### src/rtl/vend_change_ctrl.sv
// Newspaper kiosk vending sequencer: accumulates 5c/10c credit, vends at a
// programmable price, returns over-payment as 5c change pulses, tracks stock.
module vend_change_ctrl #(
  parameter int unsigned PRICE_UNITS = 3,
  parameter int unsigned STOCK_W     = 4,
  parameter int unsigned STOCK_INIT  = 10
) (
  input  logic               clock,
  input  logic               reset,
  input  logic [1:0]         coin,
  input  logic               cancel,
  input  logic               restock,
  output logic               newspaper,
  output logic               change_coin,
  output logic               coin_reject,
  output logic [2:0]         credit,
  output logic [STOCK_W-1:0] stock,
  output logic               empty,
  output logic               busy
);

  typedef enum logic [1:0] {
    IDLE,
    COLLECT,
    VEND,
    REFUND
  } state_t;

  localparam logic [2:0]         PRICE        = 3'(PRICE_UNITS);
  localparam logic [STOCK_W-1:0] STOCK_RELOAD = STOCK_W'(STOCK_INIT);

  state_t               state;
  state_t               state_nxt;
  logic [2:0]           credit_nxt;
  logic [STOCK_W-1:0]   stock_nxt;
  logic                 reject_nxt;

  logic [2:0]           coin_value;
  logic                 coin_legal;
  logic                 coin_present;
  logic                 open_state;
  logic                 cancel_taken;
  logic                 coin_taken;
  logic [2:0]           credit_sum;
  logic [2:0]           credit_left;

  always_comb begin
    coin_value = '0;
    coin_legal = 1'b0;
    case (coin)
      2'b01: begin
        coin_value = 3'd1;
        coin_legal = 1'b1;
      end
      2'b10: begin
        coin_value = 3'd2;
        coin_legal = 1'b1;
      end
      default: begin
        coin_value = '0;
        coin_legal = 1'b0;
      end
    endcase
  end

  // Any coin that is not taken into credit goes straight back to the buyer.
  assign coin_present = (coin != 2'b00);
  assign open_state   = (state == IDLE) || (state == COLLECT);
  assign cancel_taken = (state == COLLECT) && cancel;
  assign coin_taken   = open_state && !empty && !cancel && coin_legal;
  assign credit_sum   = credit + coin_value;
  assign credit_left  = credit - PRICE;

  always_ff @(posedge clock or posedge reset) begin
    if (reset) begin
      state       <= IDLE;
      credit      <= '0;
      stock       <= STOCK_RELOAD;
      coin_reject <= 1'b0;
    end else begin
      state       <= state_nxt;
      credit      <= credit_nxt;
      stock       <= stock_nxt;
      coin_reject <= reject_nxt;
    end
  end

  always_comb begin
    state_nxt  = state;
    credit_nxt = credit;
    stock_nxt  = stock;
    reject_nxt = coin_present && !coin_taken;
    case (state)
      IDLE, COLLECT: begin
        if (cancel_taken) begin
          state_nxt = REFUND;
        end else if (coin_taken) begin
          credit_nxt = credit_sum;
          state_nxt  = (credit_sum >= PRICE) ? VEND : COLLECT;
        end
        if ((state == IDLE) && restock) begin
          stock_nxt = STOCK_RELOAD;
        end
      end
      VEND: begin
        credit_nxt = credit_left;
        stock_nxt  = stock - 1'b1;
        state_nxt  = (credit_left != '0) ? REFUND : IDLE;
      end
      REFUND: begin
        credit_nxt = (credit != '0) ? credit - 1'b1 : '0;
        state_nxt  = (credit <= 3'd1) ? IDLE : REFUND;
      end
      default: begin
        state_nxt = IDLE;
      end
    endcase
  end

  always_comb begin
    newspaper   = (state == VEND);
    change_coin = (state == REFUND);
    busy        = (state == VEND) || (state == REFUND);
  end

  assign empty = (stock == '0);

endmodule

### config.mk
export PLATFORM = sky130hd
export DESIGN_NAME = vend_change_ctrl
export DESIGN_NICKNAME = d
export VERILOG_FILES = /design/src/rtl/vend_change_ctrl.sv
export SDC_FILE = /design/constraint.sdc
export NUM_CORES = 1
export LEC_CHECK = 0
export CAP_MARGIN = 0
export CORE_MARGIN = 4
export CORE_UTILIZATION = 51
export CTS_CLUSTER_SIZE = 28
export DETAILED_ROUTE_END_ITERATION = 7
export PLACE_DENSITY = 0.81
export SLEW_MARGIN = 40
export SYNTH_ARGS = -nofsm -noshare
export SYNTH_HDL_FRONTEND = slang
export SYNTH_SLANG_ARGS = --single-unit
### constraint.sdc
create_clock -name clock -period 2.9 [get_ports clock]
set_input_delay 0.87 -clock clock [delete_from_list [all_inputs] [get_ports clock]]
set_output_delay 0.87 -clock clock [all_outputs]
set_load 0.01 [all_outputs]
==> flow_summary.ini, run 1 <==
[clocking]
cts_tree = built
hold_buffers = 0
cts.sinks = 10
clk_latency_ns = 0.28
clkTransAtPathRegs_ns = 0.07
postCtsSetupBuffers = 0
cts-root-buf = clkbuf_4
cts_resized = 0
clockBufferDepth = 2
numCtsBuffers = 3
cts.htree.levels = 1

[sta]
slew_viol_final = 0
worstMarginPinSlew_ns = 0.450
max_freq_ghz = 0.367
setup_viol_count_final = 0
max-slew-margin-rel_pct = 70.0
whs_ns = 0.527
rsz0062_at_grt = false
period_minus_slack_ns = 2.72
min_period_over_period_pct = 93.8
worst_clock_skew_ns = 0.00614
finalHoldViolations = 0

[job]
drv_cap = 0

[yosys]
ys_types = 29
ys_warn_count = 0
syn_area_um2 = 786
synth_fp_nets = 105
ys_seq_area_share_pct = 32.2
netlist_instances = 86
synth_seq_cells = 10
synth_area_per_cell_um2 = 9.14

[worst_setup_path]
cpMaxStageDelayCell = clkdlybuf4s50_1
cpPeakStageDelay_ns = 0.60
crit_chain = inv_1 > ha_1 > nor3b_2 > clkdlybuf4s50_1
worstSetupEndpointType = primary output
critPathRequiredTime_ns = 2.03
crit_fanout = 5
criticalPathCategory = reg2out
cp.arrival_ns = 1.85
setup.worst_path.start_class = register

[layout]
layout.nets = 123
fin_util_pct = 71.9
syn2layout_area_growth_pct = 26.6
final_layout_size_suffix_gt1_share_pct = 9.71
antenna_cells_inserted = 0
fin_area_um2 = 995
fillers = 111

[outcome]
status = complete, no violations

[drt]
antenna_left = 0
firstDrtPassIters = 4
drtIter0Drc = 9
drc_errors = 0
vias_per_cell = 5.38
vias = 635
totalWireLength_um = 1680
routedWlPerCell_um = 14.2

[grt]
grt_usage_pct = 18.9
antenna_found_initial = 0
grt_pass1_vias = 643
grt-ovfl-total = 0
grt_max_degree = 18
grt_pass1_wl_um = 2850

[floorplan]
core_area_um2 = 1380
dieArea_um2 = 2230
rows = 13
die_w_um = 47.3
start_util_pct = 56.8
pin_count = 18
die_y_um = 47.3

[power_and_ir_drop]
power.density_nw_per_um2 = 1040
ir_drop_uv = 715
p_leak_uw = 0.000471

[placement]
dpl_cell_area_um2 = 958
dp_hpwl_um = 1320
io_buffers = 17
place_congestion = 0.801

[hold_path]
worstHoldPathType = reg2reg
[final timing paths]
kind,start,to,slack (ns),cells past startpoint
hold / removal,stock[0],stock[0],0.53,1
max in group asynchronous,reset,stock[1],1.69,2
hold reg to reg,stock[0],stock[0],0.53,1
setup / recovery,stock[0],empty,0.18,4
min in group asynchronous,reset,credit[0],0.87,2
setup reg to reg,stock[1],credit[2],1.01,6
[layout by cell type (no fill, tap or decap), types with 2 or more instances in the layout]
cell | Yosys | layout
clkdlybuf4s50_1 | 0 | 17
o211ai_1 | 2 | 2
inv_1 | 11 | 11
nand2_1 | 6 | 6
mux2i_1 | 3 | 3
dfrtp_1 | 8 | 8
nor3_1 | 2 | 2
dfstp_2 | 2 | 2
o21ai_0 | 5 | 5
ha_1 | 12 | 12
a21oi_1 | 7 | 7
nor2_1 | 7 | 7
a21boi_0 | 2 | 2
clkbuf_4 | 0 | 3
[Yosys cell counts (all sizes together)]
master,instances,area (um2)
ha,12,150
inv,11,41.3
dfrtp,8,200
a21oi,7,35.0
nor2,7,26.3
nand2,6,22.5
o21ai,5,25.0
clkbuf,4,16.3
mux2i,3,30.0
nor3b,3,38.8
a21boi,2,15.0
dfstp,2,52.6
nor3,2,10.0
o211ai,2,15.0
a21o,1,8.76
a22oi,1,7.51
and2,1,6.26
and2b,1,8.76
and3,1,6.26
fa,1,20.0
nand3b,1,7.51
o21bai,1,7.51
o31a,1,8.76
o32ai,1,8.76
xnor2,1,8.76
xor2,1,8.76
[where the power goes]
part	leakage, uW	switching [uW]	internal [uW]	total, uW
Combinational	0.000333	264	296	560
Clock	0.0000210	60.0	76.5	136
Sequential	0.000116	130	211	341
[cell families after synthesis]
| group | count (synthesis) | share of synthesized area, % |
|---|---|---|
| adder cells (fa/ha/maj) | 13 | 21.7 |
| AO/OA/AOI/OAI | 21 | 16.7 |
| buffers and inverters | 15 | 7.32 |
| AND/OR/NAND/NOR | 22 | 16.1 |
| multiplexers | 3 | 3.82 |
| flip-flops | 10 | 32.2 |
| XOR/XNOR | 2 | 2.23 |
[metal layers]
metal	part of all wire [%]	routed length [um]	track usage [%]	vias to the layer above
li1	-	-	-	319
met1	47	797	25.5	294
met2	45	755	28.9	18
met3	5.7	95	4.21	4
met4	1.8	31	8.29	0
met5	0	0	0	-
[worst max-delay path, delay by kind of cell, from the launching register on]
family	cells	cell delay, ns
adder cells (fa/ha/maj)	1	0.15
buffers and inverters	2	0.70
AND/OR/NAND/NOR	1	0.29
flip-flops	1	0.42
[area by class of cell]
class | instances | area (um2) | share of cell area, %
multi-input cells | 61 | 475 | 47.8
flip-flops and latches | 10 | 253 | 25.4
repair buffers | 17 | 170 | 17.1
inverters | 11 | 41.3 | 4.15
clock buffers | 4 | 36.3 | 3.65
well taps | 15 | 18.8 | 1.89
[sequential cells by signal, indices dropped and copies added, names as in the netlist]
name         cells
stock            4
credit           3
state            2
coin_reject      1
[through the flow]
stage          TNS, ns  total power, uW  std cells  setup slack, ns
2_1_floorplan        0              678         86            0.605
3_3_place_gp         0              878        114           0.0559
3_5_place_dp   -0.0138              913        114          -0.0138
4_1_cts              0             1050        118            0.146
5_1_grt              0             1140        118            0.104
6_report             0             1040        118            0.179
No activity file was read; power rests on OpenSTA's default activity.
==> inputs of run 2 (changes only) <==
--- a/config.mk
+++ b/config.mk
@@ -5,6 +5,7 @@
 export SDC_FILE = /design/constraint.sdc
 export NUM_CORES = 1
 export LEC_CHECK = 0
+export ABC_CLOCK_PERIOD_IN_PS = 2900
 export CAP_MARGIN = 0
 export CORE_MARGIN = 4
 export CORE_UTILIZATION = 51
==> results of run 2 <==
No change in the layout: final DEF, timing and power equal those of run 1.
==> inputs of run 3 (changes only) <==
--- a/config.mk
+++ b/config.mk
@@ -12,6 +12,7 @@
 export CTS_CLUSTER_SIZE = 28
 export DETAILED_ROUTE_END_ITERATION = 7
 export PLACE_DENSITY = 0.81
+export RECOVER_POWER = 50
 export SLEW_MARGIN = 40
 export SYNTH_ARGS = -nofsm -noshare
 export SYNTH_HDL_FRONTEND = slang
==> flow_summary.ini, run 3 (synthesis results as in run 1) <==
[sta]
period_minus_slack_ns = 2.66
max_freq_ghz = 0.376
rsz0062_at_grt = false
fin_setup_tns_ns = 0
slew_viol_final = 0
min_period_over_period_pct = 91.8
setup_viol_count_final = 0
timing.final.ws_setup_ns = 0.237
worst_clock_skew_ns = 0.00600
max-slew-margin-rel_pct = 63.3
finalHoldViolations = 0
worstMarginPinSlew_ns = 0.548

[layout]
fin_util_pct = 71.5
final_layout_size_suffix_gt1_share_pct = 9.71
mostFrequentLayoutCell = clkdlybuf4s50_1
final_cell_count_no_fill = 118
top_register = stock
syn2layout_area_growth_pct = 25.8
layout.nets = 123
final_cell_mix = clkdlybuf4s50_1, ha_1, inv_1, dfrtp_1
antenna_cells_inserted = 0
largest_reg_flops = 4
reg_top3 = stock x4, credit x3, state x2

[drt]
drc_errors = 0
vias = 635
drtIter0Drc = 9
vias_per_cell = 5.38
routedWlPerCell_um = 14.3
antenna_left = 0
totalWireLength_um = 1690
firstDrtPassIters = 4

[worst_setup_path]
worstSetupEndpointType = primary output
criticalPathCategory = reg2out
setup.worst_path.start_class = register
cp.arrival_ns = 1.79
crit_fanout = 5
critPathRequiredTime_ns = 2.03

[power_and_ir_drop]
p_leak_uw = 0.000470
ir_drop_uv = 715
power.density_nw_per_um2 = 1050

[hold_path]
worstHoldPathType = reg2reg

[floorplan]
die_w_um = 47.3
die_y_um = 47.3
core_area_um2 = 1380
start_util_pct = 56.8
pin_count = 18
dieArea_um2 = 2230
rows = 13

[clocking]
clk_latency_ns = 0.28
cts_tree = built
clkTransAtPathRegs_ns = 0.07
numCtsBuffers = 3
cts_resized = 0
cts.htree.levels = 1
postCtsSetupBuffers = 0
cts.sinks = 10
hold_buffers = 0
cts-root-buf = clkbuf_4
clockBufferDepth = 2

[grt]
grt_pass1_vias = 643
grt_max_degree = 18
grt-ovfl-total = 0
antenna_found_initial = 0
grt_usage_pct = 18.9
grt_pass1_wl_um = 2850

[placement]
place_inst = 114
dp_hpwl_um = 1320
place_congestion = 0.801
io_buffers = 17
pre_cts_ws_ns = -0.0138

[job]
drv_cap = 0

[outcome]
status = complete, no violations
-- run 3: metal layers --
metal	routed length (um)	track usage, %	vias to the layer above	part of all wire [%]
li1	-	-	319	-
met1	802	25.5	294	47
met2	756	28.9	18	45
met3	100	4.21	4	5.9
met4	31	8.29	0	1.8
met5	0	0	-	0
-- run 3: cell type report --
class	count	area, um2
multi-input combinational	61	469
clock buffer	4	36.3
sequential	10	253
timing repair buffer	17	170
fill	113	394
inverter	11	41.3
tap	15	18.8
-- run 3: worst paths after layout --
| check | startpoint | to | slack, ns | depth (start not counted) |
|---|---|---|---|---|
| max in group asynchronous | reset | stock[1] | 1.56 | 2 |
| max reg2reg | stock[1] | credit[2] | 0.87 | 6 |
| min in group asynchronous | reset | credit[0] | 1.01 | 2 |
| min reg2reg | stock[0] | stock[0] | 0.52 | 1 |
| min | stock[0] | stock[0] | 0.52 | 1 |
| max | stock[0] | empty | 0.24 | 4 |
-- run 3: report_power, final --
| group | internal [uW] | switching (uW) |
|---|---|---|
| clock | 76.5 | 60.1 |
| sequential | 211 | 129 |
| combinational | 293 | 263 |
| total | 581 | 453 |
-- run 3: metrics by stage --
stage	hold slack [ns]	power [uW]	cell area (um2)
after global routing	0.557	1140	988
after detailed placement	0.515	913	958
after CTS	0.526	1050	995
final	0.525	1030	988
after floorplan	0.518	678	786
after global placement	0.505	878	958
-- run 3: worst max-delay path, stage by stage, from the launching register on --
cell and delay, ns:
dfrtp_1 0.42, inv_1 0.10, ha_1 0.15, nor3b_2 0.25
clkdlybuf4s50_1 0.59
